[config.mk]
export PLATFORM = sky130hd
export DESIGN_NAME = imem_loader
export DESIGN_NICKNAME = d
export VERILOG_FILES = /design/src/rtl/imem_pkg.sv /design/src/rtl/imem_loader_byte_packer.sv /design/src/rtl/imem_loader.sv
export SDC_FILE = /design/constraint.sdc
export NUM_CORES = 1
export LEC_CHECK = 0
export ABC_AREA = 1
export CAP_MARGIN = 20
export CELL_PAD_IN_SITES_DETAIL_PLACEMENT = 0
export CELL_PAD_IN_SITES_GLOBAL_PLACEMENT = 1
export CORE_ASPECT_RATIO = 0.6
export CORE_UTILIZATION = 41
export CTS_CLUSTER_DIAMETER = 30
export DETAILED_ROUTE_END_ITERATION = 7
export PLACE_DENSITY = 0.79
export SYNTH_ARGS = -nofsm -noshare
export SYNTH_HDL_FRONTEND = slang
export SYNTH_SLANG_ARGS = --single-unit
[constraint.sdc]
create_clock -name clk -period 5.15 [get_ports clk]
set_input_delay 1.03 -clock clk [delete_from_list [all_inputs] [get_ports clk]]
set_output_delay 1.03 -clock clk [all_outputs]
set_load 0.02 [all_outputs]
[src/rtl/imem_pkg.sv]
// Shared definitions for the instruction-memory loader.
//   ld_state_t     : loader FSM states
//   INSTR_W        : instruction word width in bits
//   BYTES_PER_WORD : stream bytes packed into one instruction word
package imem_pkg;

   typedef enum logic [1:0] {LD_IDLE, LD_RECV, LD_WRITE, LD_DONE} ld_state_t;

   localparam int INSTR_W        = 32;
   localparam int BYTES_PER_WORD = 4;

endpackage

[src/rtl/imem_loader_byte_packer.sv]
// byte_packer: 4-lane little-endian pack register with lane counter.
//   clk, rst  : clock, asynchronous active-high reset
//   clr       : empty all lanes and restart at lane 0 (wins over en)
//   en        : accept byte_in into the current lane
//   byte_in   : incoming stream byte
//   word_nxt  : current lanes with byte_in merged into the current lane,
//               i.e. the complete word when the last lane is being filled
//   last      : current lane is the final lane of the word
module byte_packer
   import imem_pkg::*;
(
   input  logic               clk,
   input  logic               rst,
   input  logic               clr,
   input  logic               en,
   input  logic [7:0]         byte_in,
   output logic [INSTR_W-1:0] word_nxt,
   output logic               last
);

   logic [INSTR_W-1:0] lanes_q, lanes_d;
   logic [1:0]         lane_cnt_q, lane_cnt_d;

   always_comb begin
      word_nxt = lanes_q;
      case (lane_cnt_q)
         2'd0:    word_nxt[7:0]   = byte_in;
         2'd1:    word_nxt[15:8]  = byte_in;
         2'd2:    word_nxt[23:16] = byte_in;
         default: word_nxt[31:24] = byte_in;
      endcase
      last = (lane_cnt_q == 2'(BYTES_PER_WORD - 1));

      lanes_d    = lanes_q;
      lane_cnt_d = lane_cnt_q;
      if (clr) begin
         lanes_d    = '0;
         lane_cnt_d = '0;
      end else if (en) begin
         lanes_d    = word_nxt;
         lane_cnt_d = lane_cnt_q + 2'd1;   // wraps to lane 0 after the last lane
      end
   end

   always_ff @(posedge clk or posedge rst) begin
      if (rst) begin
         lanes_q    <= '0;
         lane_cnt_q <= '0;
      end else begin
         lanes_q    <= lanes_d;
         lane_cnt_q <= lane_cnt_d;
      end
   end

endmodule

[src/rtl/imem_loader.sv]
// imem_loader: writer side of the instruction memory. Packs a little-endian
// byte stream into 32-bit words and writes them to consecutive word addresses
// while holding the fetch stage stalled.
//   clk, rst    : clock, asynchronous active-high reset
//   start       : one-cycle pulse, begins a load (honoured in IDLE/DONE only)
//   load_len    : words to load, sampled with start; 0 = no-op
//   byte_in     : stream byte
//   byte_valid  : byte_in valid
//   byte_ready  : loader accepts a byte this cycle
//   wr_en       : instr_mem write strobe, one cycle per word
//   wr_addr     : word address of the write
//   wr_data     : packed word {b3,b2,b1,b0}, b0 = first byte received
//   cpu_stall   : high while loading
//   done        : high in DONE until the next start
//   err         : sticky inter-byte timeout flag, cleared by an accepted start
module imem_loader
   import imem_pkg::*;
#(
   parameter int ADDR_W  = 10,
   parameter int TIMEOUT = 1024
) (
   input  logic               clk,
   input  logic               rst,
   input  logic               start,
   input  logic [ADDR_W:0]    load_len,
   input  logic [7:0]         byte_in,
   input  logic               byte_valid,
   output logic               byte_ready,
   output logic               wr_en,
   output logic [ADDR_W-1:0]  wr_addr,
   output logic [INSTR_W-1:0] wr_data,
   output logic               cpu_stall,
   output logic               done,
   output logic               err
);

   localparam int              TMR_W    = $clog2(TIMEOUT + 1);
   localparam logic [TMR_W-1:0] TMR_LAST = TMR_W'(TIMEOUT - 1);
   localparam logic [ADDR_W:0]  DEPTH    = {1'b1, {ADDR_W{1'b0}}};

   ld_state_t          state_q, state_d;
   logic [ADDR_W:0]    word_cnt_q, word_cnt_d;
   logic [ADDR_W:0]    len_q, len_d;
   logic [TMR_W-1:0]   timer_q, timer_d;
   logic               byte_ready_q, byte_ready_d;
   logic               wr_en_q, wr_en_d;
   logic [ADDR_W-1:0]  wr_addr_q, wr_addr_d;
   logic [INSTR_W-1:0] wr_data_q, wr_data_d;
   logic               cpu_stall_q, cpu_stall_d;
   logic               done_q, done_d;
   logic               err_q, err_d;

   logic               xfer;
   logic               pk_clr;
   logic [INSTR_W-1:0] pk_word;
   logic               pk_last;

   assign xfer   = byte_valid & byte_ready_q;
   // Lanes only hold data while receiving; this also discards a partial word on timeout.
   assign pk_clr = (state_q != LD_RECV);

   byte_packer u_packer (
      .clk      (clk),
      .rst      (rst),
      .clr      (pk_clr),
      .en       (xfer),
      .byte_in  (byte_in),
      .word_nxt (pk_word),
      .last     (pk_last)
   );

   always_comb begin
      state_d    = state_q;
      word_cnt_d = word_cnt_q;
      len_d      = len_q;
      timer_d    = timer_q;
      wr_en_d    = 1'b0;
      wr_addr_d  = wr_addr_q;
      wr_data_d  = wr_data_q;
      err_d      = err_q;

      case (state_q)
         LD_IDLE, LD_DONE: begin
            if (start) begin
               err_d      = 1'b0;
               word_cnt_d = '0;
               timer_d    = '0;
               if (load_len == '0) begin
                  state_d = LD_DONE;
               end else begin
                  state_d = LD_RECV;
                  // Clamp so wr_addr never wraps past the top of memory.
                  len_d   = (load_len > DEPTH) ? DEPTH : load_len;
               end
            end
         end
         LD_RECV: begin
            if (xfer) begin
               timer_d = '0;
               if (pk_last) begin
                  wr_en_d   = 1'b1;
                  wr_addr_d = word_cnt_q[ADDR_W-1:0];
                  wr_data_d = pk_word;
                  state_d   = LD_WRITE;
               end
            end else if (timer_q == TMR_LAST) begin
               state_d = LD_DONE;
               err_d   = 1'b1;
            end else begin
               timer_d = timer_q + 1'b1;
            end
         end
         LD_WRITE: begin
            word_cnt_d = word_cnt_q + 1'b1;
            timer_d    = '0;
            state_d    = (word_cnt_d == len_q) ? LD_DONE : LD_RECV;
         end
         default: state_d = LD_IDLE;
      endcase

      // Status outputs are registered views of the next state.
      byte_ready_d = (state_d == LD_RECV);
      cpu_stall_d  = (state_d == LD_RECV) || (state_d == LD_WRITE);
      done_d       = (state_d == LD_DONE);
   end

   always_ff @(posedge clk or posedge rst) begin
      if (rst) begin
         state_q      <= LD_IDLE;
         word_cnt_q   <= '0;
         len_q        <= '0;
         timer_q      <= '0;
         byte_ready_q <= 1'b0;
         wr_en_q      <= 1'b0;
         wr_addr_q    <= '0;
         wr_data_q    <= '0;
         cpu_stall_q  <= 1'b0;
         done_q       <= 1'b0;
         err_q        <= 1'b0;
      end else begin
         state_q      <= state_d;
         word_cnt_q   <= word_cnt_d;
         len_q        <= len_d;
         timer_q      <= timer_d;
         byte_ready_q <= byte_ready_d;
         wr_en_q      <= wr_en_d;
         wr_addr_q    <= wr_addr_d;
         wr_data_q    <= wr_data_d;
         cpu_stall_q  <= cpu_stall_d;
         done_q       <= done_d;
         err_q        <= err_d;
      end
   end

   assign byte_ready = byte_ready_q;
   assign wr_en      = wr_en_q;
   assign wr_addr    = wr_addr_q;
   assign wr_data    = wr_data_q;
   assign cpu_stall  = cpu_stall_q;
   assign done       = done_q;
   assign err        = err_q;

endmodule

==> results.py, run 1 <==
metrics = {
    "synth": {
        "netlist-cell-type-count": 39,
        "syn_nets": 631,
        "syn_area_um2": 5090,
        "synth_area_leaders": "dfrtp_1 54%, nand2_1 12%, o21ai_0 7.3%",
        "synth_top_area_share_pct": 53.6,
        "syn-instance-count": 598,
        "synth_edf_count": 0,
        "yosys_warnings": 0,
        "synth-seq-cells": 109,
        "syn_avg_cell_area_um2": 8.51,
        "yosys.area.top_type": "dfrtp_1",
        "ys_seq_area_share_pct": 53.6,
        "async_flop_share_pct": 100,
        "yosysMostFrequentCell": "nand2_1",
        "synthTopCellsByCount": "165 x nand2_1, 109 x dfrtp_1, 77 x inv_1",
        "yosys_most_used_dff": "dfrtp_1",
    },
    "clock_tree": {
        "cts_made_buffers": 9,
        "cts.sinks": 109,
        "path_clk_slew_ns": 0.07,
        "cts_resized": 0,
        "clkLatencyLatePin_ns": 0.35,
        "post_cts_buffers": 0,
        "hold_buffers": 0,
        "cts-root-buf": "clkbuf_16",
        "clock_tree.buffer_depth": 2,
        "cts.htree.levels": 3,
        "cts_tree": "done",
    },
    "die": {
        "die_h_um": 88.3,
        "ioPinCount": 70,
        "dieArea_um2": 12900,
        "num_rows": 31,
        "die_x_um": 146,
        "fp.coreArea_um2": 12100,
        "start_util_pct": 42.2,
    },
    "critical_path": {
        "path_buf_inv": 4,
        "critPathTopFamily": "buffers and inverters",
        "worstPathCellList": "clkdlybuf4s50_1, nand2_1, inv_2, nand2_2, nor2_2, clkinv_1, o211ai_1, o21bai_2, a21oi_1, ha_1, inv_1",
        "worstSetupPathType": "input pin to flip-flop",
        "crit_slowest_cell": "clkdlybuf4s50_1",
        "end_kind": "flip-flop",
        "slowest_delay_ns": 0.46,
        "critPathRequiredTime_ns": 5.40,
        "arrival_ns": 3.14,
        "start_kind": "input pin",
        "cp_max_fo": 16,
    },
    "global_route": {
        "grt_pass1_wl_um": 20600,
        "gr-total-overflow": 0,
        "grt_max_degree": 55,
        "grt_use_total_pct": 20.8,
        "first_global_vias": 4027,
        "antenna_found_initial": 0,
    },
    "sta": {
        "drv_slew": 0,
        "max_freq_mhz": 345,
        "setup_slack_ns": 2.25,
        "rsz0062_at_grt": "false",
        "min_period_over_period_pct": 56.3,
        "finClkSkew_ns": 0.00606,
        "slew-limit-headroom_pct": 48.2,
        "tightest_slew_ns": 0.776,
        "period_needed_ns": 2.90,
        "fin_tns_setup_ns": 0,
        "whs_ns": 0.486,
        "setup_violations": 0,
        "final_hold_viol_count": 0,
    },
    "place": {
        "io_buffers": 69,
        "post-place-ws_ns": 1.90,
        "hpwl_um": 9240,
        "globalplace.congestion": 0.821,
    },
    "route": {
        "routed_via_density": 5.03,
        "wl_per_cell_um": 15.1,
        "drc": 0,
        "drt_iter0_drc": 329,
        "first_pass_iters": 5,
        "ant_nets": 0,
        "num_vias": 4196,
        "routed_wl_um": 12600,
    },
    "pwr": {
        "finalPower_mw": 2.68,
        "p_switching_mw": 0.999,
        "internal_power_mw": 1.69,
        "p_leak_nw": 2.85,
        "cellPowerDensity_nw_per_um2": 431,
        "switching_share_pct": 37.2,
        "pwr-share-clk_pct": 25.1,
        "combPwrFrac_pct": 32.4,
        "irDropWorstVdd_uv": 240,
        "seqPwrFrac_pct": 42.5,
    },
    "outcome": {
        "status": "completed",
    },
    "finish": {
        "area_growth_pct": 22.2,
        "nets": 697,
        "layout-drive-gt1-share_pct": 7.03,
        "diodes": 0,
    },
    "flow_run": {
        "drv_cap": 0,
    },
    "min_path": {
        "worstHoldPathType": "flip-flop to flip-flop",
    },
}
-- worst paths after layout --
check / from / end / slack, ns / cells after the start
hold reg to reg: u_packer.lanes_q[13] / u_packer.lanes_q[13] / 0.49 / 2
setup reg to reg: state_q[1] / u_packer.lane_cnt_q[0] / 2.74 / 6
hold / removal: u_packer.lanes_q[13] / u_packer.lanes_q[13] / 0.49 / 2
min in group asynchronous: rst / wr_data[24] / 1.08 / 2
max in group asynchronous: rst / u_packer.lanes_q[7] / 3.15 / 3
setup / recovery: byte_valid / cpu_stall / 2.25 / 11
-- logic make-up (layout without fill, tap and decap cells) --
logic type,Yosys count,count (layout),synth area share [%]
buffers and inverters,104,175,8.06
XOR/XNOR,2,2,0.614
AO/OA/AOI/OAI,128,128,14.4
flip-flops,109,109,53.6
adder cells (fa/ha/maj),10,10,2.46
AND/OR/NAND/NOR,245,245,20.9
-- final cells by class --
cell class                      count  area [µm²]
Tap cell                          165         206
Clock buffer                       10         229
Clock inverter                      6        55.1
Multi-Input combinational cell    385        1950
Fill cell                        1145        5840
Inverter                           85         324
Sequential cell                   109        2730
Timing Repair Buffer               74         728
-- cell usage in the layout, fill, tap and decap left out, types with 2 or more instances in the layout --
| cell type | instances |
|---|---|
| o21ai_1 | 2 |
| o21ai_0 | 74 |
| clkbuf_16 | 9 |
| a32o_1 | 2 |
| inv_1 | 75 |
| a21oi_1 | 9 |
| inv_6 | 3 |
| inv_4 | 2 |
| nor2_4 | 3 |
| o22ai_1 | 19 |
| nand2_2 | 6 |
| nor2_1 | 22 |
| nor3_1 | 4 |
| clkinv_4 | 2 |
| buf_4 | 5 |
| nand3_1 | 34 |
| o211ai_1 | 16 |
| nand2_1 | 165 |
| inv_2 | 5 |
| nor2_2 | 4 |
| dfrtp_1 | 109 |
| clkdlybuf4s50_1 | 69 |
| clkinv_1 | 3 |
| ha_1 | 10 |
-- layer usage --
layer | vias up | routed length [µm] | track usage (%)
li1 | 2075 | - | -
met1 | 2016 | 6420 | 30.6
met2 | 94 | 5320 | 31.0
met3 | 11 | 710 | 4.79
met4 | 0 | 123 | 5.45
met5 | - | 0 | 0
-- through the flow --
step	std cells	utilization [%]	cell area, µm²
final	834	51.6	6220
after detailed placement	818	49.2	5940
after floorplan	598	-	5090
after global placement	818	49.2	5940
after CTS	834	51.6	6220
after global routing	834	51.6	6220
-- flip-flops by register name, summed over array words and instances (netlist names) --
register and flops:
byte_ready 1, cpu_stall 1, done 1, err 1
len_q 11, state_q 2, timer_q 11, u_packer.lane_cnt_q 2
u_packer.lanes_q 25, word_cnt_q 11, wr_addr 10, wr_data 32
wr_en 1
-- worst register-to-register path: cells and delay by family, from the launching register on --
kind	cells	cell delay [ns]
AOI/OAI and AO/OA	1	0.30
buffers and inverters	3	0.78
adders and majority gates	1	0.23
DFF	1	0.40
and+or+nand+nor	1	0.62
-- power by group through the flow --
stage / registers [mW] / clock network, mW / logic, mW
floorplan: 1.20 / 0 / 0.515
global placement: 1.15 / 0 / 0.846
detailed placement: 1.16 / 0 / 0.868
CTS: 1.14 / 0.695 / 0.875
global route: 1.16 / 0.729 / 0.974
finish: 1.14 / 0.673 / 0.870
Power figures use the tool's default switching activity.
==> inputs of run 2 (changes only) <==
CORE_UTILIZATION = 37   (was 41)
PLACE_DENSITY = 0.76   (was 0.79)
clock period = 2.6 ns   (was 5.15 ns; I/O delays follow)
==> run 2 against run 1 <==
Against the previous run: first-iteration DRC count fell by 20%; final area rose by 1.7%; combinational power rose by 100%; final cell count rose by 1.2%; core utilization fell by 3.4 points; global-route usage fell by 2.0 points; clock skew rose by 0.0016 ns; wire length fell by 0.35%; largest power group unchanged.
==> results.py, run 2 (same netlist as run 1, synthesis figures left out) <==
metrics = {
    "min_path": {
        "worstHoldPathType": "flip-flop to flip-flop",
        "min-delay-start": "u_packer.lanes_q[2]",
    },
    "route": {
        "routed_via_density": 4.97,
        "ant_nets": 0,
        "drt_iter0_drc": 262,
        "routed_wl_um": 12500,
        "num_vias": 4196,
        "wl_per_cell_um": 14.8,
        "first_pass_iters": 4,
        "drc": 0,
    },
    "clock_tree": {
        "cts.sinks": 109,
        "clock_tree.buffer_depth": 2,
        "post_cts_buffers": 0,
        "cts_resized": 0,
        "path_clk_slew_ns": 0.07,
        "cts_made_buffers": 9,
        "cts_tree": "done",
        "hold_buffers": 0,
        "clkLatencyLatePin_ns": 0.35,
        "cts-root-buf": "clkbuf_16",
        "cts.htree.levels": 3,
    },
    "global_route": {
        "grt_max_degree": 69,
        "grt_use_total_pct": 18.8,
        "antenna_found_initial": 0,
        "gr-total-overflow": 0,
        "grt_pass1_wl_um": 20500,
        "first_global_vias": 4012,
    },
    "critical_path": {
        "critPathRequiredTime_ns": 2.85,
        "arrival_ns": 2.48,
        "reg2reg_from": "word_cnt_q[0]",
        "crit_path_start": "word_cnt_q[0]",
        "worstSetupPathType": "flip-flop to flip-flop",
        "end_kind": "flip-flop",
        "cp_max_fo": 4,
        "start_kind": "flip-flop",
    },
    "finish": {
        "nets": 702,
        "final_cell_mix": "165 x nand2_1, 109 x dfrtp_1, 75 x inv_1",
        "diodes": 0,
        "layout-drive-gt1-share_pct": 7.57,
        "final_util_pct": 48.2,
        "largest_reg_flops": 32,
        "mostFrequentLayoutCell": "nand2_1",
        "area_growth_pct": 24.3,
        "stdcell_area_um2": 6330,
    },
    "sta": {
        "fin_tns_setup_ns": 0,
        "tightest_slew_ns": 0.543,
        "period_needed_ns": 2.23,
        "setup_violations": 0,
        "slew-limit-headroom_pct": 63.8,
        "drv_slew": 0,
        "rsz0062_at_grt": "false",
        "finClkSkew_ns": 0.00766,
        "min_period_over_period_pct": 85.7,
        "final_hold_viol_count": 0,
        "max_freq_mhz": 449,
    },
    "place": {
        "place_area_um2": 6030,
        "io_buffers": 69,
        "globalplace.congestion": 0.820,
        "hpwl_um": 9410,
    },
    "outcome": {
        "status": "completed",
    },
    "die": {
        "die_x_um": 153,
        "fp.coreArea_um2": 13100,
        "die_h_um": 92.9,
        "num_rows": 32,
        "ioPinCount": 70,
        "start_util_pct": 38.8,
        "dieArea_um2": 14200,
    },
    "pwr": {
        "irDropWorstVdd_uv": 421,
        "cellPowerDensity_nw_per_um2": 851,
        "p_leak_nw": 2.89,
    },
    "flow_run": {
        "drv_cap": 0,
    },
}
-- run 2: final timing paths --
kind,endpoint,slack (ns),cells after the start
hold / removal,u_packer.lanes_q[2],0.49,2
hold reg to reg,u_packer.lanes_q[2],0.49,2
min in group asynchronous,wr_addr[5],0.55,2
setup reg to reg,cpu_stall,0.37,12
setup / recovery,cpu_stall,0.37,12
max in group asynchronous,wr_data[4],1.45,3
-- run 2: worst max-delay path: stages, from the launching register on --
cell	delay, ns
dfrtp_1	0.41
ha_1	0.27
nand3_1	0.10
o21ai_0	0.21
nand2_1	0.11
nand2_1	0.08
nand2_1	0.05
nor2_1	0.16
nand3_1	0.16
o21bai_2	0.16
a21oi_1	0.09
ha_1	0.28
inv_1	0.03
-- run 2: cell type report --
| type | instances | area (µm²) |
|---|---|---|
| clock buffers | 12 | 246 |
| clock inverters | 4 | 47.5 |
| fillers | 1265 | 6800 |
| inverters | 85 | 325 |
| multi-input cells | 385 | 1950 |
| flip-flops and latches | 109 | 2730 |
| well taps | 170 | 213 |
| repair buffers | 79 | 816 |
-- run 2: stage by stage --
stage / hold WS (ns) / instances / total power, mW / setup WS (ns)
3_3_place_gp: 0.464 / 828 / 3.99 / 0.257
4_1_cts: 0.485 / 844 / 5.43 / 0.384
6_report: 0.486 / 844 / 5.39 / 0.371
3_5_place_dp: 0.468 / 828 / 4.04 / 0.180
5_1_grt: 0.506 / 844 / 5.74 / 0.130
2_1_floorplan: 0.450 / 598 / 3.39 / 0.758
-- run 2: per-layer routing --
metal	global-route usage, %	wire length (µm)
met5	0	0
met4	4.75	109
met3	4.82	589
met2	27.8	5390
met1	27.3	6440
-- run 2: where the power goes --
group	internal (mW)	switching, mW
Clock	0.771	0.611
Combinational	0.646	1.09
Sequential	2.05	0.213
Total	3.47	1.92
==> inputs of run 3 (changes only) <==
TNS_END_PERCENT = 5   (was unset)
==> results of run 3 <==
Final layout, timing and power as in run 2 (identical DEF).
